### src/rtl/dds_pkg.sv
// Shared definitions for the DDS frequency sweep controller.
// Holds the bus widths, the sequencer state encoding, the target-select
// constants and the latched sweep configuration record.
// Optional build macro used by the consumers: DDS_SWEEP_TRIANGLE_EN.
package dds_pkg;

  localparam int unsigned FCW_W   = 64;
  localparam int unsigned STEP_W  = 16;
  localparam int unsigned DWELL_W = 24;

  localparam logic TGT_CAR = 1'b0;
  localparam logic TGT_MOD = 1'b1;

  typedef enum logic [1:0] {
    IDLE  = 2'd0,
    ARMED = 2'd1,
    DWELL = 2'd2,
    DONE  = 2'd3
  } state_t;

  // Sweep configuration captured in IDLE and held for the whole sweep.
  typedef struct packed {
    logic [FCW_W-1:0]   start_fcw;
    logic [FCW_W-1:0]   step_fcw;
    logic [STEP_W-1:0]  num_steps;
    logic [DWELL_W-1:0] dwell;
    logic               loop_en;
    logic               target;
    logic               tri_en;
  } sweep_cfg_t;

  // Dwell counter reload: a programmed dwell of 0 behaves as 1.
  function automatic logic [DWELL_W-1:0] dwell_reload(input logic [DWELL_W-1:0] dwell);
    return (dwell == '0) ? '0 : dwell - DWELL_W'(1);
  endfunction

endpackage

### src/rtl/dds_dwell_timer.sv
// Loadable down-counter that times how long each FCW value is held.
// Ports:
//   clk, rst_n  - clock and synchronous active-low reset
//   load        - load counter with load_val (wins over en)
//   load_val    - reload value
//   en          - decrement while non-zero
//   zero_c      - counter is zero (combinational decode of the count)
module dds_dwell_timer
  import dds_pkg::*;
(
  input  logic               clk,
  input  logic               rst_n,
  input  logic               load,
  input  logic [DWELL_W-1:0] load_val,
  input  logic               en,
  output logic               zero_c
);

  logic [DWELL_W-1:0] cnt_q;

  // Count register; saturates at zero.
  always_ff @(posedge clk) begin
    if (!rst_n) begin
      cnt_q <= '0;
    end else if (load) begin
      cnt_q <= load_val;
    end else if (en && (cnt_q != '0)) begin
      cnt_q <= cnt_q - DWELL_W'(1);
    end
  end

  assign zero_c = (cnt_q == '0);

endmodule

### src/rtl/dds_sweep_ctrl.sv
// Programmable frequency sweep sequencer for the carrier and modulator
// phase accumulators. A configuration is latched in IDLE; run starts the
// sweep, which steps the target FCW from start by step_fcw, holding each
// value for max(dwell,1) cycles, optionally looping.
// Build macro: DDS_SWEEP_TRIANGLE_EN adds cfg_tri (up-then-down sweep).
// Ports:
//   clk, rst_n          - accumulator clock, synchronous active-low reset
//   cfg_valid/cfg_ready - configuration handshake (ready in IDLE only)
//   cfg_*               - sweep configuration fields
//   run, abort          - level controls
//   freq_c_carrier/modu - FCW outputs (registered)
//   fcw_update          - pulse when an FCW output is written
//   step_idx            - current step index
//   busy                - sweep in DWELL
//   done                - pulse on entering DONE
module dds_sweep_ctrl
  import dds_pkg::*;
#(
  parameter logic [FCW_W-1:0] CAR_RST_FCW = '0,
  parameter logic [FCW_W-1:0] MOD_RST_FCW = '0
) (
  input  logic               clk,
  input  logic               rst_n,
  input  logic               cfg_valid,
  output logic               cfg_ready,
  input  logic [FCW_W-1:0]   cfg_start_fcw,
  input  logic [FCW_W-1:0]   cfg_step_fcw,
  input  logic [STEP_W-1:0]  cfg_num_steps,
  input  logic [DWELL_W-1:0] cfg_dwell,
  input  logic               cfg_loop,
  input  logic               cfg_target,
`ifdef DDS_SWEEP_TRIANGLE_EN
  input  logic               cfg_tri,
`endif
  input  logic               run,
  input  logic               abort,
  output logic [FCW_W-1:0]   freq_c_carrier,
  output logic [FCW_W-1:0]   freq_c_modu,
  output logic               fcw_update,
  output logic [STEP_W-1:0]  step_idx,
  output logic               busy,
  output logic               done
);

  state_t             state_q, state_nxt;
  sweep_cfg_t         cfg_q, cfg_nxt, cfg_in;
  logic [FCW_W-1:0]   car_q, car_nxt;
  logic [FCW_W-1:0]   mod_q, mod_nxt;
  logic [STEP_W-1:0]  idx_q, idx_nxt;
  logic               down_q, down_nxt;
  logic               upd_q, upd_nxt;
  logic               done_q, done_nxt;
  logic               ready_q, busy_q;

  logic               tmr_load, tmr_en, tmr_zero_c;
  logic               fcw_set;
  logic [FCW_W-1:0]   fcw_cur, fcw_new;

  // Assemble the configuration record from the input fields.
  always_comb begin
    cfg_in.start_fcw = cfg_start_fcw;
    cfg_in.step_fcw  = cfg_step_fcw;
    cfg_in.num_steps = cfg_num_steps;
    cfg_in.dwell     = cfg_dwell;
    cfg_in.loop_en   = cfg_loop;
    cfg_in.target    = cfg_target;
`ifdef DDS_SWEEP_TRIANGLE_EN
    cfg_in.tri_en    = cfg_tri;
`else
    cfg_in.tri_en    = 1'b0;
`endif
  end

  dds_dwell_timer u_timer (
    .clk      (clk),
    .rst_n    (rst_n),
    .load     (tmr_load),
    .load_val (dwell_reload(cfg_q.dwell)),
    .en       (tmr_en),
    .zero_c   (tmr_zero_c)
  );

  assign fcw_cur = (cfg_q.target == TGT_MOD) ? mod_q : car_q;

  // Next-state and datapath decisions; abort overrides every state.
  always_comb begin
    state_nxt = state_q;
    cfg_nxt   = cfg_q;
    car_nxt   = car_q;
    mod_nxt   = mod_q;
    idx_nxt   = idx_q;
    down_nxt  = down_q;
    upd_nxt   = 1'b0;
    done_nxt  = 1'b0;
    tmr_load  = 1'b0;
    tmr_en    = 1'b0;
    fcw_set   = 1'b0;
    fcw_new   = fcw_cur;

    if (abort) begin
      state_nxt = IDLE;
      idx_nxt   = '0;
      down_nxt  = 1'b0;
    end else begin
      case (state_q)
        IDLE: begin
          if (cfg_valid) begin
            cfg_nxt   = cfg_in;
            state_nxt = ARMED;
          end
        end
        ARMED: begin
          if (run) begin
            fcw_set   = 1'b1;
            fcw_new   = cfg_q.start_fcw;
            idx_nxt   = '0;
            down_nxt  = 1'b0;
            tmr_load  = 1'b1;
            state_nxt = DWELL;
          end
        end
        DWELL: begin
          if (!tmr_zero_c) begin
            tmr_en = 1'b1;
          end else if (!down_q && (idx_q < cfg_q.num_steps)) begin
            fcw_set  = 1'b1;
            fcw_new  = fcw_cur + cfg_q.step_fcw;
            idx_nxt  = idx_q + STEP_W'(1);
            tmr_load = 1'b1;
          end else if (!down_q && cfg_q.tri_en && (cfg_q.num_steps != '0)) begin
            // Peak reached: turn around without repeating the peak value.
            fcw_set  = 1'b1;
            fcw_new  = fcw_cur - cfg_q.step_fcw;
            idx_nxt  = idx_q - STEP_W'(1);
            down_nxt = 1'b1;
            tmr_load = 1'b1;
          end else if (down_q && (idx_q != '0)) begin
            fcw_set  = 1'b1;
            fcw_new  = fcw_cur - cfg_q.step_fcw;
            idx_nxt  = idx_q - STEP_W'(1);
            tmr_load = 1'b1;
          end else if (cfg_q.loop_en) begin
            fcw_set  = 1'b1;
            fcw_new  = cfg_q.start_fcw;
            idx_nxt  = '0;
            down_nxt = 1'b0;
            tmr_load = 1'b1;
          end else begin
            state_nxt = DONE;
            done_nxt  = 1'b1;
          end
        end
        DONE: begin
          state_nxt = IDLE;
        end
        default: begin
          state_nxt = IDLE;
        end
      endcase
    end

    // Only the configured target output is ever written.
    if (fcw_set) begin
      upd_nxt = 1'b1;
      if (cfg_q.target == TGT_MOD) begin
        mod_nxt = fcw_new;
      end else begin
        car_nxt = fcw_new;
      end
    end
  end

  // State and output registers.
  always_ff @(posedge clk) begin
    if (!rst_n) begin
      state_q <= IDLE;
      cfg_q   <= '0;
      car_q   <= CAR_RST_FCW;
      mod_q   <= MOD_RST_FCW;
      idx_q   <= '0;
      down_q  <= 1'b0;
      upd_q   <= 1'b0;
      done_q  <= 1'b0;
      ready_q <= 1'b1;
      busy_q  <= 1'b0;
    end else begin
      state_q <= state_nxt;
      cfg_q   <= cfg_nxt;
      car_q   <= car_nxt;
      mod_q   <= mod_nxt;
      idx_q   <= idx_nxt;
      down_q  <= down_nxt;
      upd_q   <= upd_nxt;
      done_q  <= done_nxt;
      ready_q <= (state_nxt == IDLE);
      busy_q  <= (state_nxt == DWELL);
    end
  end

  assign freq_c_carrier = car_q;
  assign freq_c_modu    = mod_q;
  assign fcw_update     = upd_q;
  assign step_idx       = idx_q;
  assign done           = done_q;
  assign cfg_ready      = ready_q;
  assign busy           = busy_q;

endmodule
### config.mk
export PLATFORM = sky130hd
export DESIGN_NAME = dds_sweep_ctrl
export DESIGN_NICKNAME = d
export VERILOG_FILES = /design/src/rtl/dds_pkg.sv /design/src/rtl/dds_dwell_timer.sv /design/src/rtl/dds_sweep_ctrl.sv
export SDC_FILE = /design/constraint.sdc
export NUM_CORES = 1
export LEC_CHECK = 0
export ABC_AREA = 1
export CAP_MARGIN = 20
export CORE_ASPECT_RATIO = 1.25
export CORE_MARGIN = 4
export CORE_UTILIZATION = 35
export CTS_BUF_LIST = sky130_fd_sc_hd__clkbuf_8
export CTS_CLUSTER_SIZE = 20
export DETAILED_ROUTE_END_ITERATION = 16
export PLACE_DENSITY_LB_ADDON = 0.2
export RECOVER_POWER = 25
export SETUP_SLACK_MARGIN = 0.2
export SLEW_MARGIN = 20
export SYNTH_ARGS = -nofsm -noshare
export SYNTH_HDL_FRONTEND = slang
export SYNTH_HIERARCHICAL = 1
export SYNTH_SLANG_ARGS = --single-unit
### constraint.sdc
create_clock -name clk -period 3.2 [get_ports clk]
set_clock_uncertainty 0.05 [all_clocks]
set_input_delay 0.64 -clock clk [delete_from_list [all_inputs] [get_ports clk]]
set_output_delay 0.64 -clock clk [all_outputs]
set_load 0.02 [all_outputs]
After elaboration in Yosys (flattened, before gate mapping)
Cells that the tools add are included.
{"block": "totals", "ff_bits": 345, "latchBits": 0, "mem_bits_rw": 0, "mem_bits_ro": 0, "input_bits": 175, "output_inout_bits": 148, "wordCells": 100, "mem_count": 0}
{"block": "op_classes", "n_addsub": 6, "multipliers": 0, "div": 0, "n_lt_le_gt_ge": 1, "eq_ne": 10, "shifts": 0, "mux": 43, "bitwise_logic": 5, "reduce_logical": 19}
{"cell": "$mux W64", "count": 7}
{"cell": "$pmux W64 S2", "count": 1}
{"cell": "$mux W16", "count": 5}
{"cell": "$mux W24", "count": 3}
{"cell": "$add A64 B64 Y64", "count": 1}
{"cell": "$sub A64 B64 Y64", "count": 1}
{"cell": "$logic_not A24 Y1", "count": 2}
{"cell": "$sub A24 B1 Y24 const B", "count": 2}
{"cell": "$pmux W16 S2", "count": 1}
{"cell": "$reduce_bool A24 Y1", "count": 1}
{"cell": "$add A16 B1 Y16 const B", "count": 1}
{"cell": "$lt A16 B16 Y1", "count": 1}
{"cell": "$mux W1", "count": 16}
{"cell": "$reduce_bool A16 Y1", "count": 1}
{"cell": "$sub A16 B1 Y16 const B", "count": 1}
{"cell": "$mux W2", "count": 7}
{"cell": "$ne A2 B2 Y1 const B", "count": 5}
{"cell": "$pmux W2 S4", "count": 1}
{"cell": "$eq A2 B2 Y1 const B", "count": 3}
{"cell": "$reduce_and A6 Y1", "count": 1}
{"cell": "$reduce_or A6 Y1", "count": 1}
{"cell": "$not A1 Y1", "count": 5}
{"cell": "$logic_not A2 Y1", "count": 2}
{"cell": "$ne A4 B4 Y1 const B", "count": 1}
{"cell": "other kinds (9)", "count": 14}

Longest topological paths before layout
{"block": "logic_depth", "ltp_word": 8, "depth_mapped": 22, "ltp_nobuf": 21}

By module
Netlist, hierarchy kept.
{"mod": "dds_sweep_ctrl", "n_inst": 1, "cells_per_inst": 3788, "area_each_um2": 22084.9, "seq_area_each_um2": 6406.1}
{"mod": "dds_dwell_timer", "n_inst": 1, "cells_per_inst": 327, "area_each_um2": 1893.1, "seq_area_each_um2": 480.5}

Worst setup path before layout
No wires, ideal clock.
{"block": "synth_timing", "path_type": "flip-flop to flip-flop", "start": "reg cfg_q[1] in the netlist's numbering", "end": "reg car_q[50] (netlist: freq_c_carrier[50])", "setup_ns": 0.128, "t_arrival_ns": 2.501, "t_required_ns": 3.022, "slack_ns": 0.520, "path_stages_with_launch": 22, "n_path_buf": 2, "period_less_slack_ns": 2.680, "cell_sequence": "dfxtp_1 buf_4 buf_2 nand2_1 nand2_1 ha_1 inv_1 fa_1 nor2_1 nand3_1 nand3_1 nand2_1 nand2_1 nand2_1 nand2_1 nand2_1 nand3_1 nand3_1 nand2_1 nand2_1 nand2_1 a21oi_1"}
{"block": "synth_via", "elab_chain_cells": 7, "word_cells_on_any_way": 12, "cone_classes": "2 x add/sub; 8 x mux; 1 x bitwise; 1 x reduce/logical"}
{"element": "start, declared", "line_no": "dds_sweep_ctrl.sv:46", "source": "sweep_cfg_t cfg_q, cfg_nxt, cfg_in;"}
{"element": "start signal, assigned", "line_no": "dds_sweep_ctrl.sv:188", "source": "cfg_q <= cfg_nxt;"}
{"element": "$mux W64", "line_no": "dds_sweep_ctrl.sv:83", "source": "assign fcw_cur = (cfg_q.target == TGT_MOD) ? mod_q : car_q;"}
{"element": "$sub A64 B64 Y64 or $mux W64 (tied branches)", "line_no": "dds_sweep_ctrl.sv:133, dds_sweep_ctrl.sv:139, dds_sweep_ctrl.sv:142"}
{"element": "$mux W64", "line_no": "dds_sweep_ctrl.sv:137", "source": "end else if (down_q && (idx_q != '0)) begin"}
{"element": "$mux W64", "line_no": "dds_sweep_ctrl.sv:125", "source": "end else if (!down_q && (idx_q < cfg_q.num_steps)) begin"}
{"element": "$mux W64", "line_no": "dds_sweep_ctrl.sv:123", "source": "if (!tmr_zero_c) begin"}
{"element": "$pmux W64 S2", "line_no": "dds_sweep_ctrl.sv:105", "source": "case (state_q)"}
{"element": "$mux W64", "line_no": "dds_sweep_ctrl.sv:100", "source": "if (abort) begin"}
{"element": "end signal, assigned", "line_no": "dds_sweep_ctrl.sv:189", "source": "car_q <= car_nxt;"}
{"element": "end, declared", "line_no": "dds_sweep_ctrl.sv:47", "source": "logic [FCW_W-1:0] car_q, car_nxt;"}
Parallel ways exist; a longest one is shown, timed or not.
A chain may end at the register's enable or synchronous reset.

Final worst setup path
{"block": "layout_timing", "start": "reg cfg_q[1] in the netlist's numbering", "end": "reg car_q[51] (netlist: freq_c_carrier[51])"}
The elaborated chain is that of the path after synthesis.

==> reports/qor.txt <==
Crit. End Element = flip-flop
top post-synthesis cells by area = dfxtp_1, nand2_1, nor2_1, inv_1, o21ai_0
gr usage total = 0.244
WS Path Type = flip-flop to flip-flop
dpl ws = -31.4 ps
Reg-to-Reg Start = cfg_q[1]$_SDFFE_PN0P_
Clock Path Buffers = 3
row count = 107
top cells by count, synth = nand2_1, nor2_1, inv_1
Worst Path Required = 3710 ps
worst slew pin tran = 1200 ps
initial core utilization = 0.353
Via density = 4.91
Total Power = 11100 µW
# H-tree levels = 2
CTS Buf Count = 61
period utilization = 0.961
share of layout cells above drive strength 1 = 0.100
Die Wd = 242 µm
sequential area share after synthesis = 0.287
Clock Sink Count = 344
Port Buffers = 322
placed cell area = 29000 µm²
Post-Synthesis Cells = 4115
ys async rst share = 0
number of warnings issued by yosys = 6
Final min period = 3080 ps
Slew headroom = 0.199
fmax = 325 MHz
initial antenna violation count = 3
clock latency on the worst-skew pair = 700 ps
WHS Endpoint = u_timer/cnt_q[1]$_SDFFE_PN0P_
outcome = finished clean
min-delay src = rst_n
Detail Placement HPWL = 68900 µm
first-pass GRT wire length = 142000 µm
path depth of the worst reg2reg path = 19
Post-synth EDFFs = 0
Final Hold Viols = 0
Core Area = 68000 µm²
crit path max fanout = 50
Vias = 26600
count leader, synth = nand2_1
Post-DRT Antenna Nets = 0
worst hold path class = primary input to flip-flop
drt first pass iters = 7
Peak VDD IR = 0.199 mV
flops & latches, synth = 344
Final setup viols = 0
GRT overflow = 0
Crit path arrival time = 3590 ps
post-DR wirelength/cell = 17.0 µm
RSZ-0062 raised after global routing = yes
vias in the first global route = 25500
hold path cells = 3
Residual DRC = 0
final net count = 4763
CTS clk-pin slew, worst paths = 70 ps
routability cong. = 0.963
Root Buffer = clkbuf_8
syn_nets = 4378
hold buffers post-CTS = 0
pwr dens = 359 nW/µm²
design area = 30900 µm²
CTS tree = done
Final Core Density = 0.454
Die Ht = 301 µm
Static Leak = 0.0150 µW
max-cap check violation count = 0
final wirelength = 92100 µm
synthesis-to-layout area growth = 28.8%
largest net degree at the start of global routing = 154
initial drt markers = 1872
Most used DFF post-synth = dfxtp_1
die area = 72800 µm²
area leader, netlist = dfxtp_1
Pins Over Slew Limit = 0
r2r setup slk = 120 ps
syn avg cell area = 5.83 µm²
post-route setup slack = 124 ps
CP startpoint kind = flip-flop
post-synth cell types = 47
io pins = 323
share of the synthesized area in the top cell type = 0.287
synthesized cell area = 24000 µm²
r2r endpoint = freq_c_carrier[51]$_SDFFE_PN0P_
[logic make-up after synthesis]
group,after synthesis,share of synthesized area
simple gates,2166,0.360
buf+inv,754,0.126
compound gates,709,0.161
flops,344,0.287
fa+ha+maj,88,0.0462
xor+xnor,46,0.0168
mux,8,0.00334
[report_power, final]
part	internal [µW]	switching [µW]	total, µW
Sequential	4470	162	4630
Combinational	861	1270	2130
Clock	2280	2040	4320
[flip-flops by register name, indices dropped and copies added, names as in the netlist]
register and count:
cfg_q 170, freq_c_carrier 64, freq_c_modu 64, u_timer/cnt_q 24
step_idx 16, state_q 2, busy 1, cfg_ready 1
done 1, fcw_update 1
[worst max path at each step]
| stage | start | endpoint | cells after the start |
|---|---|---|---|
| 2_1_floorplan | cfg_q[1]$_SDFFE_PN0P_ | freq_c_carrier[50]$_SDFFE_PN0P_ | 21 |
| 3_3_place_gp | cfg_q[1]$_SDFFE_PN0P_ | freq_c_carrier[60]$_SDFFE_PN0P_ | 19 |
| 3_5_place_dp | cfg_q[1]$_SDFFE_PN0P_ | freq_c_carrier[60]$_SDFFE_PN0P_ | 19 |
| 4_1_cts | cfg_q[1]$_SDFFE_PN0P_ | freq_c_carrier[46]$_SDFFE_PN0P_ | 22 |
| 5_1_grt | cfg_q[1]$_SDFFE_PN0P_ | freq_c_carrier[59]$_SDFFE_PN0P_ | 22 |
| 6_report | cfg_q[1]$_SDFFE_PN0P_ | freq_c_carrier[51]$_SDFFE_PN0P_ | 19 |
[through the flow]
step                setup TNS [ps]  hold WS (ps)  instances
finish                           0           391       5423
global route                  -466           392       5423
CTS                              0           352       5418
detailed placement           -60.9           401       5306
global placement             -10.3           396       5306
floorplan                        0           383       4115
[cells in the final DEF, fill, tap and decap left out, types with 12 or more instances in the layout]
cell                n
clkinv_2           12
ha_1               65
o21ai_1            48
clkdlybuf4s50_1   321
clkbuf_8           76
nor2_2             29
buf_12             16
xnor2_1            17
dfxtp_1           342
a21oi_2            12
buf_4             156
nand4_1            17
o21ai_0           312
nand2_2            58
nor2_1            638
nand2_1          1191
nor3_1             30
a21oi_1           244
a221oi_1           63
nand3_1           155
xor2_1             29
inv_1             578
ha_4               20
[metal layers]
layer / track usage / wire length, µm / share of wire / vias up
met5: 0 / 23 / 0.00025 / -
li1: - / - / - / 13700
met3: 0.0379 / 4870 / 0.053 / 156
met1: 0.310 / 40100 / 0.43 / 12000
met4: 0.0803 / 2970 / 0.032 / 4
met2: 0.425 / 44200 / 0.48 / 745
[worst max-delay path: stages (launching register included)]
cell and delay, ps:
dfxtp_4 370, buf_12 170, o21ai_0 390, ha_1 360
nand2_1 190, nor2_1 70, buf_4 150, nand2_1 120
inv_1 80, nand2_1 80, inv_1 40, a21oi_1 180
buf_4 170, nand2_1 50, nand2_1 50, nand3_1 80
nand2_1 70, nand2_1 60, nand2_1 90, a21oi_1 60
[cell type report]
class / count / area, µm²
antenna: 4 / 10.0
clock buffer: 75 / 1030
clock inverter: 35 / 226
fill: 7325 / 37100
inverter: 575 / 2160
multi-input combinational: 3017 / 14700
sequential: 344 / 6890
tap: 872 / 1090
timing repair buffer: 501 / 4770
[repair_timing]
| action | in CTS | in global routing |
|---|---|---|
| buffers inserted | 2 | 1 |
| pin swaps | 1 | 8 |
| gates resized for setup | 58 | 109 |
| setup endpoints to repair | 83 | 128 |
Power figures use the tool's default switching activity.
